File: config.mk
export PLATFORM = sky130hd
export DESIGN_NAME = pipe_hazard_unit_flat
export DESIGN_NICKNAME = d
export VERILOG_FILES = /design/src/rtl/pipe_hazard_unit_pkg.sv /design/src/rtl/pipe_hazard_unit_if.sv /design/src/rtl/pipe_hazard_unit_fwd_sel.sv /design/src/rtl/pipe_hazard_unit.sv /design/src/flat_wrapper.sv
export SDC_FILE = /design/constraint.sdc
export NUM_CORES = 1
export LEC_CHECK = 0
export BUFFER_PORTS_ARGS = -buffer_cell sky130_fd_sc_hd__buf_4
export CAP_MARGIN = 0
export CORE_MARGIN = 2
export CORE_UTILIZATION = 39
export CTS_BUF_LIST = sky130_fd_sc_hd__clkbuf_16
export DETAILED_ROUTE_END_ITERATION = 8
export GPL_TIMING_DRIVEN = 0
export PLACE_DENSITY = 0.78
export SLEW_MARGIN = 30
export SYNTH_ARGS = -nofsm -noshare
export SYNTH_HDL_FRONTEND = slang
export SYNTH_SLANG_ARGS = --single-unit
File: constraint.sdc
create_clock -name clk -period 3 [get_ports clk]
set_clock_uncertainty 0.2 [all_clocks]
set_input_delay 0.6 -clock clk [delete_from_list [all_inputs] [get_ports clk]]
set_output_delay 0.6 -clock clk [all_outputs]
set_load 0.01 [all_outputs]
File: src/rtl/pipe_hazard_unit_pkg.sv
// Shared definitions for the pipeline hazard unit: forward-select codes,
// FSM state encoding and stage index positions in the stage_en/stage_rst vectors.
package pipe_hazard_unit_pkg;

  localparam logic [2:0] FWD_RF       = 3'd0;
  localparam logic [2:0] FWD_EXE_ALU  = 3'd1;
  localparam logic [2:0] FWD_MEM_ALU  = 3'd2;
  localparam logic [2:0] FWD_MEM_LOAD = 3'd3;
  localparam logic [2:0] FWD_WB       = 3'd4;

  typedef enum logic [1:0] {
    ST_RUN    = 2'd0,
    ST_LSTALL = 2'd1,
    ST_MWAIT  = 2'd2,
    ST_DHOLD  = 2'd3
  } state_t;

  localparam int STG_IF  = 0;
  localparam int STG_ID  = 1;
  localparam int STG_EXE = 2;
  localparam int STG_MEM = 3;
  localparam int STG_WB  = 4;

endpackage

File: src/rtl/pipe_hazard_unit_if.sv
// Pipeline <-> hazard unit bundle. The pipeline side is the master; the
// hazard unit is the slave that returns stage controls and forward selects.
interface pipe_hazard_unit_if #(
  parameter int RA_W = 5
);
  logic [RA_W-1:0] id_rs;
  logic [RA_W-1:0] id_rt;
  logic            id_rs_used;
  logic            id_rt_used;
  logic            id_is_store;
  logic            id_mdu_read;
  logic            id_branch_taken;
  logic [RA_W-1:0] exe_dst;
  logic            exe_wen;
  logic            exe_is_load;
  logic [RA_W-1:0] mem_dst;
  logic            mem_wen;
  logic            mem_is_load;
  logic            mem_is_store;
  logic [RA_W-1:0] mem_rt;
  logic [RA_W-1:0] wb_dst;
  logic            wb_wen;
  logic            mdu_busy;
  logic            debug_en;
  logic            debug_step;

  logic [4:0]      stage_en;
  logic [4:0]      stage_rst;
  logic [2:0]      fwd_a;
  logic [2:0]      fwd_b;
  logic            fwd_mem;
  logic [1:0]      stall_state;

  modport master (
    output id_rs, id_rt, id_rs_used, id_rt_used, id_is_store, id_mdu_read,
           id_branch_taken, exe_dst, exe_wen, exe_is_load, mem_dst, mem_wen,
           mem_is_load, mem_is_store, mem_rt, wb_dst, wb_wen, mdu_busy,
           debug_en, debug_step,
    input  stage_en, stage_rst, fwd_a, fwd_b, fwd_mem, stall_state
  );

  modport slave (
    input  id_rs, id_rt, id_rs_used, id_rt_used, id_is_store, id_mdu_read,
           id_branch_taken, exe_dst, exe_wen, exe_is_load, mem_dst, mem_wen,
           mem_is_load, mem_is_store, mem_rt, wb_dst, wb_wen, mdu_busy,
           debug_en, debug_step,
    output stage_en, stage_rst, fwd_a, fwd_b, fwd_mem, stall_state
  );
endinterface

File: src/rtl/pipe_hazard_unit_fwd_sel.sv
// Per-operand forward selection: finds the youngest writing stage that matches
// the source address and flags the load cases that must stall instead.
module hazard_fwd_sel
  import pipe_hazard_unit_pkg::*;
#(
  parameter int RA_W     = 5,
  parameter int LOAD_LAT = 1
) (
  input  logic [RA_W-1:0] src,
  input  logic            used,
  input  logic [RA_W-1:0] exe_dst,
  input  logic            exe_wen,
  input  logic            exe_is_load,
  input  logic [RA_W-1:0] mem_dst,
  input  logic            mem_wen,
  input  logic            mem_is_load,
  input  logic [RA_W-1:0] wb_dst,
  input  logic            wb_wen,
  output logic [2:0]      fwd,
  output logic            exe_stall,
  output logic            mem_stall
);

  // NOTE: every output gets a default before the if-chain so no path can
  // leave a value unassigned and infer a latch.
  always_comb begin
    fwd       = FWD_RF;
    exe_stall = 1'b0;
    mem_stall = 1'b0;
    if (used && (src != '0)) begin
      if (exe_wen && (exe_dst == src)) begin
        if (exe_is_load) exe_stall = 1'b1;
        else             fwd       = FWD_EXE_ALU;
      end else if (mem_wen && (mem_dst == src)) begin
        if (!mem_is_load)       fwd       = FWD_MEM_ALU;
        else if (LOAD_LAT == 1) fwd       = FWD_MEM_LOAD;
        else                    mem_stall = 1'b1;
      end else if (wb_wen && (wb_dst == src)) begin
        fwd = FWD_WB;
      end
    end
  end

endmodule

File: src/rtl/pipe_hazard_unit.sv
// Pipeline hazard unit: operand forwarding, load-use and HI/LO stalls,
// branch squash and optional single-step debug hold.
module pipe_hazard_unit
  import pipe_hazard_unit_pkg::*;
#(
  parameter int RA_W       = 5,
  parameter int LOAD_LAT   = 1,
  parameter int DELAY_SLOT = 1,
  parameter int DEBUG      = 0
) (
  input logic              clk,
  input logic              rst,
  pipe_hazard_unit_if.slave hz
);

  localparam logic [1:0] LAT_M1 = 2'(LOAD_LAT - 1);

  state_t     state, state_n;
  logic [1:0] cnt, cnt_n;
  logic       step_q;

  logic [2:0] fwd_a_raw, fwd_b_raw;
  logic       a_exe_stall, a_mem_stall, b_exe_stall, b_mem_stall;
  logic       exe_stall, load_stall, mdu_stall, hold, step_rise;
  logic       bubble, squash;
  logic [4:0] en_n;

  hazard_fwd_sel #(.RA_W(RA_W), .LOAD_LAT(LOAD_LAT)) u_sel_a (
    .src(hz.id_rs), .used(hz.id_rs_used),
    .exe_dst(hz.exe_dst), .exe_wen(hz.exe_wen), .exe_is_load(hz.exe_is_load),
    .mem_dst(hz.mem_dst), .mem_wen(hz.mem_wen), .mem_is_load(hz.mem_is_load),
    .wb_dst(hz.wb_dst), .wb_wen(hz.wb_wen),
    .fwd(fwd_a_raw), .exe_stall(a_exe_stall), .mem_stall(a_mem_stall)
  );

  // A store's rt is its data operand; it is resolved in MEM via fwd_mem instead.
  hazard_fwd_sel #(.RA_W(RA_W), .LOAD_LAT(LOAD_LAT)) u_sel_b (
    .src(hz.id_rt), .used(hz.id_rt_used && !hz.id_is_store),
    .exe_dst(hz.exe_dst), .exe_wen(hz.exe_wen), .exe_is_load(hz.exe_is_load),
    .mem_dst(hz.mem_dst), .mem_wen(hz.mem_wen), .mem_is_load(hz.mem_is_load),
    .wb_dst(hz.wb_dst), .wb_wen(hz.wb_wen),
    .fwd(fwd_b_raw), .exe_stall(b_exe_stall), .mem_stall(b_mem_stall)
  );

  assign exe_stall  = a_exe_stall || b_exe_stall;
  assign load_stall = exe_stall || a_mem_stall || b_mem_stall;
  assign mdu_stall  = hz.id_mdu_read && hz.mdu_busy;
  assign hold       = (DEBUG != 0) && hz.debug_en;
  assign step_rise  = hz.debug_step && !step_q;

  // Released wait states fall through to the RUN evaluation so that a
  // pending load-use or HI/LO hazard is picked up in the same cycle.
  always_comb begin
    state_n = state;
    cnt_n   = cnt;
    bubble  = 1'b0;
    squash  = 1'b0;
    en_n    = '1;
    if (hold) begin
      state_n = ST_DHOLD;
      cnt_n   = '0;
      en_n    = step_rise ? 5'b11111 : 5'b00000;
    end else if ((state == ST_LSTALL) && (cnt != '0)) begin
      bubble = 1'b1;
      cnt_n  = cnt - 2'd1;
    end else if ((state == ST_MWAIT) && hz.mdu_busy) begin
      bubble = 1'b1;
    end else if (load_stall) begin
      bubble  = 1'b1;
      state_n = ST_LSTALL;
      cnt_n   = exe_stall ? LAT_M1 : 2'd0;
    end else if (mdu_stall) begin
      bubble  = 1'b1;
      state_n = ST_MWAIT;
    end else begin
      state_n = ST_RUN;
      cnt_n   = '0;
      squash  = (DELAY_SLOT == 0) && hz.id_branch_taken &&
                ((state == ST_RUN) || (state == ST_DHOLD));
    end
  end

  always_comb begin
    hz.stage_en  = en_n;
    hz.stage_rst = '0;
    if (bubble) begin
      hz.stage_en[STG_IF]   = 1'b0;
      hz.stage_en[STG_ID]   = 1'b0;
      hz.stage_rst[STG_EXE] = 1'b1;
    end
    if (squash) hz.stage_rst[STG_ID] = 1'b1;
    if (rst) begin
      hz.stage_en  = '1;
      hz.stage_rst = '1;
    end
  end

  assign hz.fwd_a       = rst ? FWD_RF : fwd_a_raw;
  assign hz.fwd_b       = rst ? FWD_RF : fwd_b_raw;
  assign hz.fwd_mem     = !rst && hz.mem_is_store && (hz.mem_rt != '0) &&
                          hz.wb_wen && (hz.wb_dst == hz.mem_rt);
  assign hz.stall_state = state;

  // NOTE: sequential state uses non-blocking assignments so every register
  // samples the pre-edge values regardless of statement order.
  always_ff @(posedge clk) begin
    if (rst) begin
      state  <= ST_RUN;
      cnt    <= '0;
      step_q <= 1'b0;
    end else begin
      state  <= state_n;
      cnt    <= cnt_n;
      step_q <= hz.debug_step;
    end
  end

endmodule

File: src/flat_wrapper.sv
// flat-port wrapper written by rule: the top's interface ports become plain ports
module pipe_hazard_unit_flat import pipe_hazard_unit_pkg::*;
#(
  parameter int RA_W       = 5,
  parameter int LOAD_LAT   = 1,
  parameter int DELAY_SLOT = 1,
  parameter int DEBUG      = 0
)
  (clk, rst, hz_id_rs, hz_id_rt, hz_id_rs_used, hz_id_rt_used, hz_id_is_store, hz_id_mdu_read, hz_id_branch_taken, hz_exe_dst, hz_exe_wen, hz_exe_is_load, hz_mem_dst, hz_mem_wen, hz_mem_is_load, hz_mem_is_store, hz_mem_rt, hz_wb_dst, hz_wb_wen, hz_mdu_busy, hz_debug_en, hz_debug_step, hz_stage_en, hz_stage_rst, hz_fwd_a, hz_fwd_b, hz_fwd_mem, hz_stall_state);
  pipe_hazard_unit_if #(.RA_W(RA_W)) hz_i ();
  input logic clk;
  input logic rst;
  input wire logic [$bits(hz_i.id_rs)-1:0] hz_id_rs;
  input wire logic [$bits(hz_i.id_rt)-1:0] hz_id_rt;
  input wire logic [$bits(hz_i.id_rs_used)-1:0] hz_id_rs_used;
  input wire logic [$bits(hz_i.id_rt_used)-1:0] hz_id_rt_used;
  input wire logic [$bits(hz_i.id_is_store)-1:0] hz_id_is_store;
  input wire logic [$bits(hz_i.id_mdu_read)-1:0] hz_id_mdu_read;
  input wire logic [$bits(hz_i.id_branch_taken)-1:0] hz_id_branch_taken;
  input wire logic [$bits(hz_i.exe_dst)-1:0] hz_exe_dst;
  input wire logic [$bits(hz_i.exe_wen)-1:0] hz_exe_wen;
  input wire logic [$bits(hz_i.exe_is_load)-1:0] hz_exe_is_load;
  input wire logic [$bits(hz_i.mem_dst)-1:0] hz_mem_dst;
  input wire logic [$bits(hz_i.mem_wen)-1:0] hz_mem_wen;
  input wire logic [$bits(hz_i.mem_is_load)-1:0] hz_mem_is_load;
  input wire logic [$bits(hz_i.mem_is_store)-1:0] hz_mem_is_store;
  input wire logic [$bits(hz_i.mem_rt)-1:0] hz_mem_rt;
  input wire logic [$bits(hz_i.wb_dst)-1:0] hz_wb_dst;
  input wire logic [$bits(hz_i.wb_wen)-1:0] hz_wb_wen;
  input wire logic [$bits(hz_i.mdu_busy)-1:0] hz_mdu_busy;
  input wire logic [$bits(hz_i.debug_en)-1:0] hz_debug_en;
  input wire logic [$bits(hz_i.debug_step)-1:0] hz_debug_step;
  output wire logic [$bits(hz_i.stage_en)-1:0] hz_stage_en;
  output wire logic [$bits(hz_i.stage_rst)-1:0] hz_stage_rst;
  output wire logic [$bits(hz_i.fwd_a)-1:0] hz_fwd_a;
  output wire logic [$bits(hz_i.fwd_b)-1:0] hz_fwd_b;
  output wire logic [$bits(hz_i.fwd_mem)-1:0] hz_fwd_mem;
  output wire logic [$bits(hz_i.stall_state)-1:0] hz_stall_state;
  assign hz_i.id_rs = hz_id_rs;
  assign hz_i.id_rt = hz_id_rt;
  assign hz_i.id_rs_used = hz_id_rs_used;
  assign hz_i.id_rt_used = hz_id_rt_used;
  assign hz_i.id_is_store = hz_id_is_store;
  assign hz_i.id_mdu_read = hz_id_mdu_read;
  assign hz_i.id_branch_taken = hz_id_branch_taken;
  assign hz_i.exe_dst = hz_exe_dst;
  assign hz_i.exe_wen = hz_exe_wen;
  assign hz_i.exe_is_load = hz_exe_is_load;
  assign hz_i.mem_dst = hz_mem_dst;
  assign hz_i.mem_wen = hz_mem_wen;
  assign hz_i.mem_is_load = hz_mem_is_load;
  assign hz_i.mem_is_store = hz_mem_is_store;
  assign hz_i.mem_rt = hz_mem_rt;
  assign hz_i.wb_dst = hz_wb_dst;
  assign hz_i.wb_wen = hz_wb_wen;
  assign hz_i.mdu_busy = hz_mdu_busy;
  assign hz_i.debug_en = hz_debug_en;
  assign hz_i.debug_step = hz_debug_step;
  assign hz_stage_en = hz_i.stage_en;
  assign hz_stage_rst = hz_i.stage_rst;
  assign hz_fwd_a = hz_i.fwd_a;
  assign hz_fwd_b = hz_i.fwd_b;
  assign hz_fwd_mem = hz_i.fwd_mem;
  assign hz_stall_state = hz_i.stall_state;
  pipe_hazard_unit #(.RA_W(RA_W), .LOAD_LAT(LOAD_LAT), .DELAY_SLOT(DELAY_SLOT), .DEBUG(DEBUG)) u_core (.clk(clk), .rst(rst), .hz(hz_i));
endmodule
==> results.ini <==
[flow_run]
maxCapViolations=0

[critical_path]
cp_common_cell=buf_4
worstSetupEndpoint=hz_stage_rst[2]
crit_start=hz_id_rs[1]
crit_type=input port to output port
reg2reg_slack_ns=1.32
end_kind=output port
cp-start-kind=input port
r2r_start=u_core.cnt[0]$_SDFFE_PP0P_
worstPathMaxFanout=4
ff2ff_path_depth=7
cpMaxStageDelayCell=or4_4
path_cells=buf_4 > or4_4 > o21ai_2 > nand4b_1 > a21boi_2 > or3_1 > buf_4
required_ns=2.20
critical-path-max-stage-delay_ns=0.53
crit_arrival_ns=2.12
r2r_end=u_core.cnt[0]$_SDFFE_PP0P_

[cells_and_area]
nets=233
final_common_cell=buf_4
final_cells=212
antenna_cells=0
fillers=199
area_growth_pct=68.9
fin_util_pct=68.6
drive_above_1_share_pct=45.7
design_area_mm2=0.00149
final_cell_mix=buf_4, xor2_1, xnor2_1, nand3_1

[global_routing]
grtUsageMet1_pct=21.3
antenna_found_initial=0
grt_max_degree=11
grt_usage_pct=19.8
use_met3_pct=3.16
grt_overflow=0
grt_use_met2_pct=38.0
busiest_layer=met2
grt_pass1_wl_mm=4.07
grt_pass1_vias=1012

[sta]
hold_violations=0
min_period_ns=2.92
setup_slack_ns=0.0763
rsz0062_at_grt=no
setup_viol=0
setup-tns-final_ns=0
drv_slew=0
finalCritPeriodShare_pct=97.5
holdWs_ns=0.317
fmax_mhz=342

[cts]
cts-root-buf=clkbuf_16
cts_tree=yes
path_clk_slew_ns=0.03
htreeDepth=1
clk_latency_ns=0.23
cts_buffer_depth=2
cts_made_buffers=3
clock-sinks=4

[place]
dpl-instance-area_mm2=0.00136
dp_slack_ns=-0.0524
dp_hpwl_mm=2.18
dp.cells=204
gp_congestion=0.801
port_buffers=58

[worst_hold_path]
min_path_type=flop to flop

[floorplan]
dieArea_mm2=0.00265
num_rows=17
core-area_mm2=0.00217
die_h_um=51.5
die_w_um=51.5
ioPinCount=65
start_util_pct=40.6

[routing]
firstDrtPassIters=4
antenna_left=0
viasPerCell=5.14
wirelength_mm=2.58
drc=0
vias=1089
drt-initial-drc-count=6
wl_per_cell_um=12.2

[synth]
synth-async-reset-ratio_pct=0
ys_seq_area_share_pct=9.09
ys_ff_latch=4
syn_area_per_cell_um2=7.59
synth_ff_type=dfxtp_1
synth_area_um2=881
ys_warn_count=0
synth.distinct_cells=37
synth_edf_count=0
synth_cells=116

[outcome]
status=complete, no violations

[power_and_ir_drop]
p_leak_nw=0.656
finalPower_uw=422
vdd_drop_max_mv=0.462
power_density_mw_per_mm2=284

-- Yosys cell counts, drive strengths merged (4+ instances only) --
master  number  area share, %
xor2        24             24
xnor2       10            9.9
nand3        9            5.1
buf          8            6.8
nor4         7            5.0
nor2b        6            4.3
nor3         6            3.4
dfxtp        4            9.1
nand2        4            1.7
o21ai        4            4.0
or2          4            2.8
-- how the worst min path moves through the flow --
stage	start	endpoint	slack (ns)	cells after the start
floorplan	u_core.cnt[1]$_SDFFE_PP0P_	u_core.cnt[1]$_SDFFE_PP0P_	0.28	2
global placement	u_core.cnt[1]$_SDFFE_PP0P_	u_core.cnt[1]$_SDFFE_PP0P_	0.30	2
detailed placement	u_core.cnt[1]$_SDFFE_PP0P_	u_core.cnt[1]$_SDFFE_PP0P_	0.31	2
CTS	u_core.cnt[1]$_SDFFE_PP0P_	u_core.cnt[1]$_SDFFE_PP0P_	0.32	2
global route	u_core.cnt[1]$_SDFFE_PP0P_	u_core.cnt[1]$_SDFFE_PP0P_	0.36	2
finish	u_core.cnt[1]$_SDFFE_PP0P_	u_core.cnt[1]$_SDFFE_PP0P_	0.32	2
-- state kept, by name (all words and copies together) (netlist names) --
| name | count |
|---|---|
| u_core.hz.stall_state | 2 |
| u_core.cnt | 2 |
-- area by class of cell --
cell class	instances	area, µm²	area share [%]
repair buffers	63	473	31.8
well taps	28	35.0	2.35
flip-flops and latches	4	80.1	5.38
multi-input cells	103	753	50.6
inverters	2	7.51	0.505
plain buffers	9	63.8	4.29
clock buffers	3	75.1	5.05
-- critical path, delay by kind of cell --
family,cells,cell delay (ns)
AO/OA/AOI/OAI,2,0.24
buffers and inverters,2,0.28
AND/OR/NAND/NOR,3,1.00
-- what timing repair did --
action | in CTS | in global routing
setup endpoints to repair | 2 | 4
gates resized for setup | 1 | 2
hold buffers | 0 | 0
setup buffers | 4 | 1
pin swaps | 3 | 4
endpoints found under the hold margin | 0 | 0
-- where the power goes --
| group | total, mW | switching, mW | internal, mW |
|---|---|---|---|
| Combinational | 0.155 | 0.0691 | 0.0860 |
| Sequential | 0.0558 | 0.00133 | 0.0545 |
| Clock | 0.211 | 0.0404 | 0.171 |
| Total | 0.422 | 0.111 | 0.311 |
-- per-layer routing --
layer	wire length, µm	part of all wire (%)
met5	0	0
met4	41	1.6
met3	189	7.3
met2	1340	52
met1	1000	39
-- kinds of logic (layout without fill, tap and decap cells) --
logic type | count (synthesis) | after routing | synth area share [%]
xor+xnor | 34 | 34 | 33.8
fa+ha+maj | 1 | 1 | 1.42
other cells | 1 | 3 | 0.426
buf+inv | 11 | 77 | 8.10
compound gates | 14 | 14 | 12.1
flops | 4 | 4 | 9.09
simple gates | 51 | 51 | 35.1
No activity file was read; power rests on OpenSTA's default activity.
